==> config.mk <==
export PLATFORM = sky130hd
export DESIGN_NAME = mpu_cmd_sequencer
export DESIGN_NICKNAME = d
export VERILOG_FILES = /design/src/rtl/mpu_cmd_sequencer.sv
export SDC_FILE = /design/constraint.sdc
export NUM_CORES = 1
export LEC_CHECK = 0
export CAP_MARGIN = 0
export CELL_PAD_IN_SITES_DETAIL_PLACEMENT = 1
export CELL_PAD_IN_SITES_GLOBAL_PLACEMENT = 1
export CORE_MARGIN = 2
export CORE_UTILIZATION = 34
export DETAILED_ROUTE_END_ITERATION = 7
export PLACE_DENSITY = 0.84
export REMOVE_ABC_BUFFERS = 1
export SYNTH_ARGS = -nofsm -noshare
export SYNTH_HDL_FRONTEND = slang
export SYNTH_SLANG_ARGS = --single-unit
==> constraint.sdc <==
create_clock -name clk -period 3.1 [get_ports clk]
set_input_delay 0.465 -clock clk [delete_from_list [all_inputs] [get_ports clk]]
set_output_delay 0.465 -clock clk [all_outputs]
set_load 0.005 [all_outputs]
==> src/rtl/mpu_cmd_sequencer.sv <==
// mpu_cmd_sequencer: validates one host command at a time and sequences operand-buffer loads, MMU row feed and result collection, then emits a response type.
// Ports: cmd_* (command handshake and fields), row_valid/row_ready (LOAD rows), buf_we/buf_sel/buf_addr (buffer port),
//        mmu_feed/mmu_res_valid (MMU), act_sel/pool_sel (post-processing selects), rsp_* (response handshake), busy.
module mpu_cmd_sequencer #(
    parameter int MATRIX_SIZE = 10,
    parameter int BUFFER_CNT  = 4,
    parameter int RES_TIMEOUT = 64
) (
    input  logic                          clk,
    input  logic                          rst_n,
    input  logic                          cmd_valid,
    output logic                          cmd_ready,
    input  logic [7:0]                    cmd,
    input  logic [7:0]                    cmd_buf,
    input  logic [7:0]                    cmd_rows,
    input  logic [7:0]                    cmd_act,
    input  logic [7:0]                    cmd_pool,
    input  logic                          row_valid,
    output logic                          row_ready,
    output logic                          buf_we,
    output logic [$clog2(BUFFER_CNT)-1:0] buf_sel,
    output logic [$clog2(MATRIX_SIZE)-1:0] buf_addr,
    output logic                          mmu_feed,
    input  logic                          mmu_res_valid,
    output logic [7:0]                    act_sel,
    output logic [7:0]                    pool_sel,
    output logic                          rsp_valid,
    output logic [2:0]                    rsp_type,
    input  logic                          rsp_ready,
    output logic                          busy
);
    localparam int AW = $clog2(MATRIX_SIZE);
    localparam int BW = $clog2(BUFFER_CNT);
    localparam int IW = $clog2(RES_TIMEOUT) + 1;
    localparam logic [7:0] CMD_NONE = 8'd0, CMD_LOAD = 8'd1, CMD_MULTIPLY = 8'd2;
    localparam logic [7:0] ACTIVATION_NONE = 8'd0, ACTIVATION_RELU = 8'd1;
    localparam logic [7:0] POOLING_NONE = 8'd0, POOLING_MAX = 8'd1;
    localparam logic [2:0] FRAME_NONE = 3'd0, FRAME_DATA = 3'd1, FRAME_ERR_CMD = 3'd2,
                           FRAME_ERR_DIM = 3'd3, FRAME_ERR_FRAME = 3'd4;

    typedef enum logic [2:0] {S_IDLE, S_LOAD, S_FEED, S_DRAIN, S_RESP} state_t;

    state_t                state_q, state_d;
    logic [7:0]            rows_q, rows_d, cnt_q, cnt_d, res_q, res_d, res_n;
    logic [IW-1:0]         idle_q, idle_d;
    logic [BUFFER_CNT-1:0] valid_q, valid_d;
    logic [7:0]            buf_rows_q [BUFFER_CNT];
    logic [7:0]            buf_rows_d [BUFFER_CNT];
    logic                  cmd_ready_q, cmd_ready_d, row_ready_q, row_ready_d, buf_we_q, buf_we_d;
    logic                  mmu_feed_q, mmu_feed_d, rsp_valid_q, rsp_valid_d, busy_q, busy_d;
    logic [BW-1:0]         buf_sel_q, buf_sel_d;
    logic [AW-1:0]         buf_addr_q, buf_addr_d;
    logic [7:0]            act_sel_q, act_sel_d, pool_sel_q, pool_sel_d;
    logic [2:0]            rsp_type_q, rsp_type_d;
    logic                  fields_ok, dim_ok, mul_ok;

    assign fields_ok = (cmd == CMD_NONE || cmd == CMD_LOAD || cmd == CMD_MULTIPLY)
                    && (cmd_act == ACTIVATION_NONE || cmd_act == ACTIVATION_RELU)
                    && (cmd_pool == POOLING_NONE || cmd_pool == POOLING_MAX);
    assign dim_ok    = cmd_rows != 8'd0 && int'(cmd_rows) <= MATRIX_SIZE;
    assign mul_ok    = valid_q[0] && valid_q[1] && buf_rows_q[0] == cmd_rows && buf_rows_q[1] == cmd_rows;
    assign res_n     = res_q + {7'd0, mmu_res_valid};

    always_comb begin
        state_d     = state_q;
        rows_d      = rows_q;
        cnt_d       = cnt_q;
        res_d       = res_q;
        idle_d      = idle_q;
        valid_d     = valid_q;
        buf_rows_d  = buf_rows_q;
        row_ready_d = 1'b0;
        buf_we_d    = 1'b0;
        mmu_feed_d  = 1'b0;
        buf_sel_d   = buf_sel_q;
        buf_addr_d  = buf_addr_q;
        act_sel_d   = act_sel_q;
        pool_sel_d  = pool_sel_q;
        rsp_type_d  = rsp_type_q;
        case (state_q)
            S_IDLE: if (cmd_valid && cmd_ready_q) begin
                rows_d  = cmd_rows;
                cnt_d   = 8'd0;
                res_d   = 8'd0;
                idle_d  = '0;
                state_d = S_RESP;
                if (!fields_ok || (cmd == CMD_LOAD && int'(cmd_buf) >= BUFFER_CNT)) rsp_type_d = FRAME_ERR_CMD;
                else if (cmd != CMD_NONE && !dim_ok) rsp_type_d = FRAME_ERR_DIM;
                else if (cmd == CMD_MULTIPLY && !mul_ok) rsp_type_d = FRAME_ERR_DIM;
                else if (cmd == CMD_LOAD) begin
                    // Invalidate up front so an interrupted load can never be multiplied.
                    state_d                  = S_LOAD;
                    row_ready_d              = 1'b1;
                    buf_sel_d                = cmd_buf[BW-1:0];
                    valid_d[cmd_buf[BW-1:0]] = 1'b0;
                end else if (cmd == CMD_MULTIPLY) begin
                    state_d    = S_FEED;
                    mmu_feed_d = 1'b1;
                    buf_sel_d  = '0;
                    buf_addr_d = '0;
                    cnt_d      = 8'd1;
                    act_sel_d  = cmd_act;
                    pool_sel_d = cmd_pool;
                end else rsp_type_d = FRAME_NONE;
            end
            S_LOAD: begin
                // row_ready already low means the last write is on the port now.
                if (!row_ready_q) begin
                    state_d               = S_RESP;
                    rsp_type_d            = FRAME_NONE;
                    valid_d[buf_sel_q]    = 1'b1;
                    buf_rows_d[buf_sel_q] = rows_q;
                end else if (row_valid) begin
                    buf_we_d    = 1'b1;
                    buf_addr_d  = cnt_q[AW-1:0];
                    cnt_d       = cnt_q + 8'd1;
                    row_ready_d = cnt_q + 8'd1 != rows_q;
                end else row_ready_d = 1'b1;
            end
            S_FEED, S_DRAIN: begin
                res_d  = res_n;
                idle_d = mmu_res_valid ? '0 : idle_q + IW'(1);
                if (state_q == S_FEED) begin
                    if (cnt_q == rows_q) state_d = S_DRAIN;
                    else begin
                        mmu_feed_d = 1'b1;
                        buf_addr_d = cnt_q[AW-1:0];
                        cnt_d      = cnt_q + 8'd1;
                    end
                end else if (res_n >= rows_q) begin
                    state_d    = S_RESP;
                    rsp_type_d = FRAME_DATA;
                end else if (idle_d >= IW'(RES_TIMEOUT - 1)) begin
                    state_d    = S_RESP;
                    rsp_type_d = FRAME_ERR_FRAME;
                end
            end
            S_RESP: if (rsp_ready) state_d = S_IDLE;
            default: state_d = S_IDLE;
        endcase
        cmd_ready_d = state_d == S_IDLE;
        busy_d      = state_d != S_IDLE;
        rsp_valid_d = state_d == S_RESP;
    end

    always_ff @(posedge clk or negedge rst_n) begin
        if (!rst_n) begin
            state_q     <= S_IDLE;
            rows_q      <= '0;
            cnt_q       <= '0;
            res_q       <= '0;
            idle_q      <= '0;
            valid_q     <= '0;
            buf_rows_q  <= '{default: '0};
            cmd_ready_q <= 1'b1;
            row_ready_q <= 1'b0;
            buf_we_q    <= 1'b0;
            mmu_feed_q  <= 1'b0;
            rsp_valid_q <= 1'b0;
            busy_q      <= 1'b0;
            buf_sel_q   <= '0;
            buf_addr_q  <= '0;
            act_sel_q   <= ACTIVATION_NONE;
            pool_sel_q  <= POOLING_NONE;
            rsp_type_q  <= FRAME_NONE;
        end else begin
            state_q     <= state_d;
            rows_q      <= rows_d;
            cnt_q       <= cnt_d;
            res_q       <= res_d;
            idle_q      <= idle_d;
            valid_q     <= valid_d;
            buf_rows_q  <= buf_rows_d;
            cmd_ready_q <= cmd_ready_d;
            row_ready_q <= row_ready_d;
            buf_we_q    <= buf_we_d;
            mmu_feed_q  <= mmu_feed_d;
            rsp_valid_q <= rsp_valid_d;
            busy_q      <= busy_d;
            buf_sel_q   <= buf_sel_d;
            buf_addr_q  <= buf_addr_d;
            act_sel_q   <= act_sel_d;
            pool_sel_q  <= pool_sel_d;
            rsp_type_q  <= rsp_type_d;
        end
    end

    assign cmd_ready = cmd_ready_q;
    assign row_ready = row_ready_q;
    assign buf_we    = buf_we_q;
    assign buf_sel   = buf_sel_q;
    assign buf_addr  = buf_addr_q;
    assign mmu_feed  = mmu_feed_q;
    assign act_sel   = act_sel_q;
    assign pool_sel  = pool_sel_q;
    assign rsp_valid = rsp_valid_q;
    assign rsp_type  = rsp_type_q;
    assign busy      = busy_q;
endmodule

# Word-level counts from Yosys, hierarchy flattened
# Cells that the tools add are included.
op_classes:
  n_addsub: 3
  order_cmp: 10
  eq_ne: 29
  n_mux: 87
  bitwise_logic: 9
  reduce_logical: 43
ops:
  columns: ["operator", "count"]
  rows:
  - ["3-bit 2-to-1 mux", 22]
  - ["4-bit 2-to-1 mux", 16]
  - ["8-bit 2-to-1 mux", 7]
  - ["32-bit bitwise mux", 1]
  - ["2-bit != test (second input constant)", 13]
  - ["1-bit 2-to-1 mux", 25]
  - ["8-bit by 1-bit equality test with 1-bit output (second input constant)", 3]
  - ["8-bit equality test", 3]
  - ["8-bit zero test", 3]
  - ["8-bit case mux with 3 select lines", 1]
  - ["7-bit AND reduction", 3]
  - ["8-bit demux with 2-bit select", 1]
  - ["8-bit case mux with 2 select lines", 1]
  - ["8-bit nonzero test", 2]
  - ["7-bit 2-to-1 mux", 2]
  - ["7-bit case mux with 2 select lines", 1]
  - ["1-bit logical AND", 13]
  - ["3-bit case mux with 4 select lines", 1]
  - ["4-bit case mux with 3 select lines", 1]
  - ["6-bit AND reduction", 2]
  - ["11-bit AND reduction", 1]
  - ["5-bit != test (second input constant)", 2]
  - ["3-bit case mux with 3 select lines", 1]
  - ["8-bit by 1-bit adder with 8-bit output", 1]
  - ["other kinds (32)", 55]
totals:
  reg_bits: 101
  input_bits: 46
  out_inout_bits: 31
  word_cells: 202

# Logic depth before layout (Yosys ltp)
logic_depth:
  ltp_word: 12
  ltp_mapped: 12

# Worst setup path before layout
# Ideal clock, no wire load.
synth_timing:
  path_kind: "input-to-reg"
  from: "in mmu_res_valid"
  to: "reg rsp_type_q[0] (netlist: rsp_type[0])"
  arrival_time_ns: 2.942
  required_time_ns: 2.972
  setup_slack_ns: 0.030
  path_stages: 11
  n_path_buf: 0
  cell_sequence: "ha_1 > and3_1 > and3_1 > and3_1 > xor2_1 > ha_1 > a2111oi_0 > a21oi_1 > a21oi_2 > a221o_1 > mux2_1"
synth_via:
  elab_chain_len: 5
  elab_cells_between_ends: 9
  cone_classes: "add/sub (1); order compare (2); eq/ne (1); mux (4); reduce/logical (1)"
synth_rtl:
  columns: ["element", "line_no", "text"]
  rows:
  - ["from (decl)", "24", "input logic mmu_res_valid,"]
  - ["8-bit by 1-bit adder with 8-bit output", "62", "assign res_n = res_q + {7'd0, mmu_res_valid};"]
  - ["8-bit >= comparator", "130", "end else if (res_n >= rows_q) begin"]
  - ["3-bit 2-to-1 mux", "130", null]
  - ["3-bit 2-to-1 mux", "123", "if (state_q == S_FEED) begin"]
  - ["3-bit case mux with 3 select lines", "80", "case (state_q)"]
  - ["to (signal assigned)", "184", "rsp_type_q <= rsp_type_d;"]
  - ["to (decl)", "54", "logic [2:0] rsp_type_q, rsp_type_d;"]
# Parallel ways exist; a longest one is shown, timed or not. The select of a mux whose other input is x is not followed.
# A chain may end at the register's enable or synchronous reset.

# Worst setup path after layout
# Ends and elaborated chain as after synthesis.

==> run summary <==
First-pass GRT wire length = 22000 um
Clk slew on worst S/H paths = 60 ps
Die area = 13600 sq um
Syn Inst Count = 446
Area Growth Syn to Fin = 35.8%
Crit end category = register
R2r endpoint = rsp_type[0]
Flops & latches, synth = 83
Sum Neg Setup Slack = 0 ps
Routed Antenna Nets = 0
Clk_lat worst skew = 350 ps
Vias in the first global route = 4206
Cts bufs inserted = 9
Worst relative slew slack = 30.4%
WP data required = 3330 ps
Period minus WS final = 3020 ps
# IOs = 77
Yosys warns = 0
Max Clock Skew = 8.68 ps
Hpwl dp = 9630 um
Pleak = 2.61 nW
Routed WL = 13400 um
Initial antenna violation count = 0
Vert. Die Dim = 117 um
GP Congestion = 0.856
Final core utilization = 46.7%
# H-tree levels = 3
Routed vias/inst = 5.29
Die width = 117 um
Clk buf depth = 2
Crit start category = input pin
Final hold violation count = 0
DR vias = 3821
Drt first-iter violations = 206
CTS sink count = 83
Remaining Overflow, GRT = 0
Pwr/cell area = 557 nW/um^2
Max IR drop VDD = 0.289 mV
CP Class = in -> reg
Port buffer count = 76
Crit. Startpoint = mmu_res_valid
Seq/Total Area, Yosys = 48.3%
Mapped Area = 4310 sq um
Pin count of the biggest net entering global routing = 84
Reg-to-Reg Start = res_q[0]
Final period util = 97.3%
Min-Delay Path Class = in -> async
Number of max-cap violations = 0
Min Hold Slack = 307 ps
Status = finished, final reports clean
Crit-path max FO = 3
Final Power = 0.00326 W
DR DRC count = 0
First-pass DRT Iterations = 4
Final nets = 603
Core area = 12500 sq um
ANT cells = 0
Critical Path Sink = rsp_type[0]
Worst R2R Path Depth = 11
Highest clock rate = 0.332 GHz
Final setup viols = 0
Worst Tran Pin Value = 1040 ps
All-Layer GR Usage = 21.0%
Distinct cell type count of the synthesized netlist = 55
Slew Limit Fails = 0
Pre-CTS WS = -603 ps
Filler Cell Count = 1431
# hold bufs at CTS = 0
Wire per inst = 18.5 um
WP data arrival = 3240 ps
Initial core utilization = 34.4%
Layout cell share with drive strength beyond 1 = 15.1%
Reg-to-reg setup timing slack = 80 ps
Final WS setup = 85.0 ps
Mean post-synth cell area = 9.66 sq um
TritonCTS clock tree = built
Root buf cell = clkbuf_16
Site Rows = 41
## Yosys cell counts (all sizes together)
library cell   n  area share, %
buf            5           0.52
nor3b          2           0.46
a21o           3           0.52
and4           1           0.20
nand2         52            4.5
o32ai          2           0.41
a22o           4           0.81
or3           13            1.9
nor2b          4           0.76
a22oi          5           0.87
nand2b         3           0.44
mux2          13            3.4
a211oi         1           0.17
dfrtp         82             48
a31o           5            1.0
o221ai         2           0.55
nor4bb         1           0.23
a31oi          1           0.15
or4            1           0.17
or2            1           0.15
xnor2         15            3.1
a2111oi        1           0.20
o2bb2a         1           0.23
and3           8            1.2
ha            12            3.5
nor2          31            2.8
xor2          13            2.6
a41o           1           0.23
nor3          12            1.8
a222oi         2           0.46
nand4          6           0.87
dfstp          1           0.61
nand3b         2           0.35
o21ai         33            3.8
clkbuf        11           0.96
nand3         29            3.4
a221o          2           0.46
o31ai          4           0.70
a21oi         13            1.6
and2          18            2.6
o21bai         1           0.17
o21a           5           0.87
o2bb2ai        1           0.20
inv           15            1.3
nor4           8            1.2
## registers in the layout, summed over array words and instances, names as in the netlist, 4 cells and up
signal	count
act_sel	8
res_q	8
buf_addr	4
pool_sel	8
idle_q	7
cnt_q	8
buf_rows_q	16
rows_q	8
## per-layer routing
metal  up-vias  global-route usage, %  wire length, um
met4         0                   5.18              193
met1      1941                   25.7             5470
li1       1782                      -                -
met2        81                   37.8             7080
met5         -                      0                0
met3        17                   4.72              619
## critical path: stages
cell,delay (ps)
dlygate4sd2_1,260
ha_2,180
and3_1,190
and3_4,190
and3_4,190
xor2_2,250
ha_4,260
a2111oi_4,350
a21oi_2,120
a21oi_2,230
a221o_1,240
mux2_4,310
## cell families after synthesis
logic type	after synthesis	share of synthesized area, %
buf+inv	31	2.79
flops	83	48.3
fa+ha+maj	12	3.49
compound gates	87	13.5
mux	13	3.40
simple gates	192	22.9
xor+xnor	28	5.69
## area by class of cell
| type | count | area [sq um] | area share [%] |
|---|---|---|---|
| inverter | 15 | 56.3 | 0.963 |
| clock buffer | 9 | 225 | 3.85 |
| tap | 172 | 215 | 3.68 |
| multi-input combinational | 332 | 2210 | 37.7 |
| sequential | 83 | 2080 | 35.5 |
| timing repair buffer | 104 | 967 | 16.5 |
| clock inverter | 7 | 100 | 1.71 |
## layout by cell type (no fill, tap or decap), types with 3 or more instances in the layout
cell and n:
dfrtp_1 82, a22oi_1 5, nor2_1 29, xnor2_1 14, a22o_1 4, nand2_1 52
o21a_1 5, o21ai_0 32, inv_1 15, xor2_1 11, mux2_2 12, o31ai_1 4
nor3_1 10, a21oi_1 11, buf_4 29, nor4_1 8, nand2b_1 3, and2_1 18
clkbuf_16 9, and3_1 6, or3_1 13, nand3_1 28, clkdlybuf4s50_1 74, ha_1 8
a31o_2 3, a21o_1 3, nand4_1 6
## per-stage QoR
step / instance area [sq um] / instances
2_1_floorplan: 4240 / 430
3_3_place_gp: 5400 / 703
3_5_place_dp: 5400 / 703
4_1_cts: 5830 / 722
5_1_grt: 5850 / 722
6_report: 5850 / 722
## where the power goes
group          leakage, nW  switching (W)  total (W)  internal, W
registers             1.12       0.000139    0.00132      0.00118
logic                 1.33       0.000422   0.000763     0.000341
clock network        0.160       0.000465    0.00118     0.000713
total                 2.61        0.00103    0.00326      0.00223
## how the worst min path moves through the flow
| stage | from | cells past startpoint | slack (ps) | end |
|---|---|---|---|---|
| 4_1_cts | rst_n | 1 | 350 | cnt_q[5] |
| 5_1_grt | rst_n | 1 | 400 | cnt_q[5] |
| 3_3_place_gp | valid_q[0] | 1 | 460 | valid_q[0] |
| 2_1_floorplan | rst_n | 0 | 170 | act_sel[0] |
| 3_5_place_dp | valid_q[0] | 1 | 470 | valid_q[0] |
| 6_report | rst_n | 1 | 310 | cnt_q[5] |
## timing repair
item / CTS / global route
pin swaps: 8 / 3
buffers inserted: 3 / 1
gates resized for setup: 16 / 4
endpoints found under the setup margin: 7 / 3
(Power assumes the default switching activity.)
==> variant: new RTL, config.mk and constraints unchanged <==
Set the parameter `MATRIX_SIZE` to 12 (it was 10).
--- a/src/rtl/mpu_cmd_sequencer.sv
+++ b/src/rtl/mpu_cmd_sequencer.sv
@@ -4,3 +4,3 @@
 module mpu_cmd_sequencer #(
-    parameter int MATRIX_SIZE = 10,
+    parameter int MATRIX_SIZE = 12,
     parameter int BUFFER_CNT  = 4,
Check against the original RTL: not equivalent (Yosys sat finds a counterexample within 4 cycles, from zero or initial values and one cycle with rst_n low).
==> variant against the unedited design <==
  * Register-to-register slack improved by 40 ps
  * Non-clock buffer count decreased by 2
  * Total power decreased by 1.3%
  * Sequential cell count unchanged
  * Cell area decreased by 0.62%
  * Area after synthesis decreased by 0.12%
  * Via count increased by 0.37%
  * Final cell count decreased by 1.5%
  * Routed wire length increased by 0.97%
  * Worst setup slack improved by 24 ps
==> variant: results (changes against the unedited design) <==
Placed design
  • Final Wtd Congestion: 0.866 (+1.3%)
  • Post-DP HPWL: 9970 um (+3.5%)
  • Placement Setup Slack: -618 ps (-15.3 ps)
  • Area after DPL: 5390 um2 (-0.32%)

Drt
  • Via count: 3835 (+0.37%)
  • Routed length on met3: 752 um (+21%)
  • WL/cell: 19.0 um (+2.5%)
  • Post-Route WL: 13500 um (+0.97%)

Timing
  • Clock skew: 6.76 ps (-1.91 ps)
  • WHS: 319 ps (+12.2 ps)
  • Max_slew headroom: 29.7% (-0.75 points)

Global routing
  • GR met3 Demand/Resource: 3.53% (-1.2 points)
  • Met1 Usage GRT: 25.5% (-0.19 points)
  • Global-route wire length before repair: 20900 um (-5.0%)
  • M2 GR Usage: 36.1% (-1.7 points)
  • Vias in the first global route: 3939 (-6.3%)

Synth
  • List of most frequent post-synthesis cells: dfrtp_1, nand2_1, nand3_1, o21ai_0, nor2_1
  • Sequential element share of the synthesized area: 48.3% (+0.056 points)
  • Mux cell area share after synthesis: 3.81% (+0.41 points)
  • Post-synthesis xor/xnor area fraction: 5.70% (+0.0066 points)
  • Adder-cell share of the synthesized area: 3.49% (+0.0041 points)
  • Synth Area in Compound Gates: 13.9% (+0.42 points)
  • Post-Syn Instances: 434 (-2.7%)

Worst setup path
  • CP max-delay cell: or3b_4
  • Worst Path Arrival: 3220 ps (-20 ps)
  • R2r endpoint: rsp_type[1]
  • Worst reg-to-reg path cell count: 12 (+1)
  • R2R Setup Slk: 120 ps (+40 ps)
  • Crit-path max cell delay: 440 ps (+90 ps)

Finish
  • Fill count: 1408 (-1.6%)
  • Nets@finish: 592 (-1.8%)

CTS
  • Post-CTS Setup Bufs: 2 (-1)

Power and ir drop
  • IR Drop Worst-Case VDD: 0.311 mV (+7.5%)
  • Leak: 2.54 nW (-2.6%)

Status
  • Outcome: finished clean
[variant: power groups by stage]
stage | combinational (W) | sequential, W | clock [W]
global placement | 0.000664 | 0.00131 | 0
floorplan | 0.000380 | 0.00127 | 0
finish | 0.000742 | 0.00129 | 0.00118
CTS | 0.000706 | 0.00129 | 0.00120
detailed placement | 0.000700 | 0.00131 | 0
global route | 0.000805 | 0.00131 | 0.00125
[variant: kinds of logic (layout without fill, tap and decap cells)]
group,after synthesis,after routing
DFF,83,83
muxes,14,14
AOI/OAI and AO/OA,85,85
and+or+nand+nor,188,188
buffers and inverters,24,129
xor gates and xnor gates,28,28
adders and majority gates,12,12
[variant: final cells by class]
| cell class | count | share of cell area, % |
|---|---|---|
| timing repair buffer | 102 | 16.4 |
| inverter | 11 | 0.710 |
| sequential | 83 | 35.8 |
| tap | 172 | 3.70 |
| clock inverter | 6 | 1.53 |
| multi-input combinational | 327 | 37.8 |
| clock buffer | 10 | 4.11 |
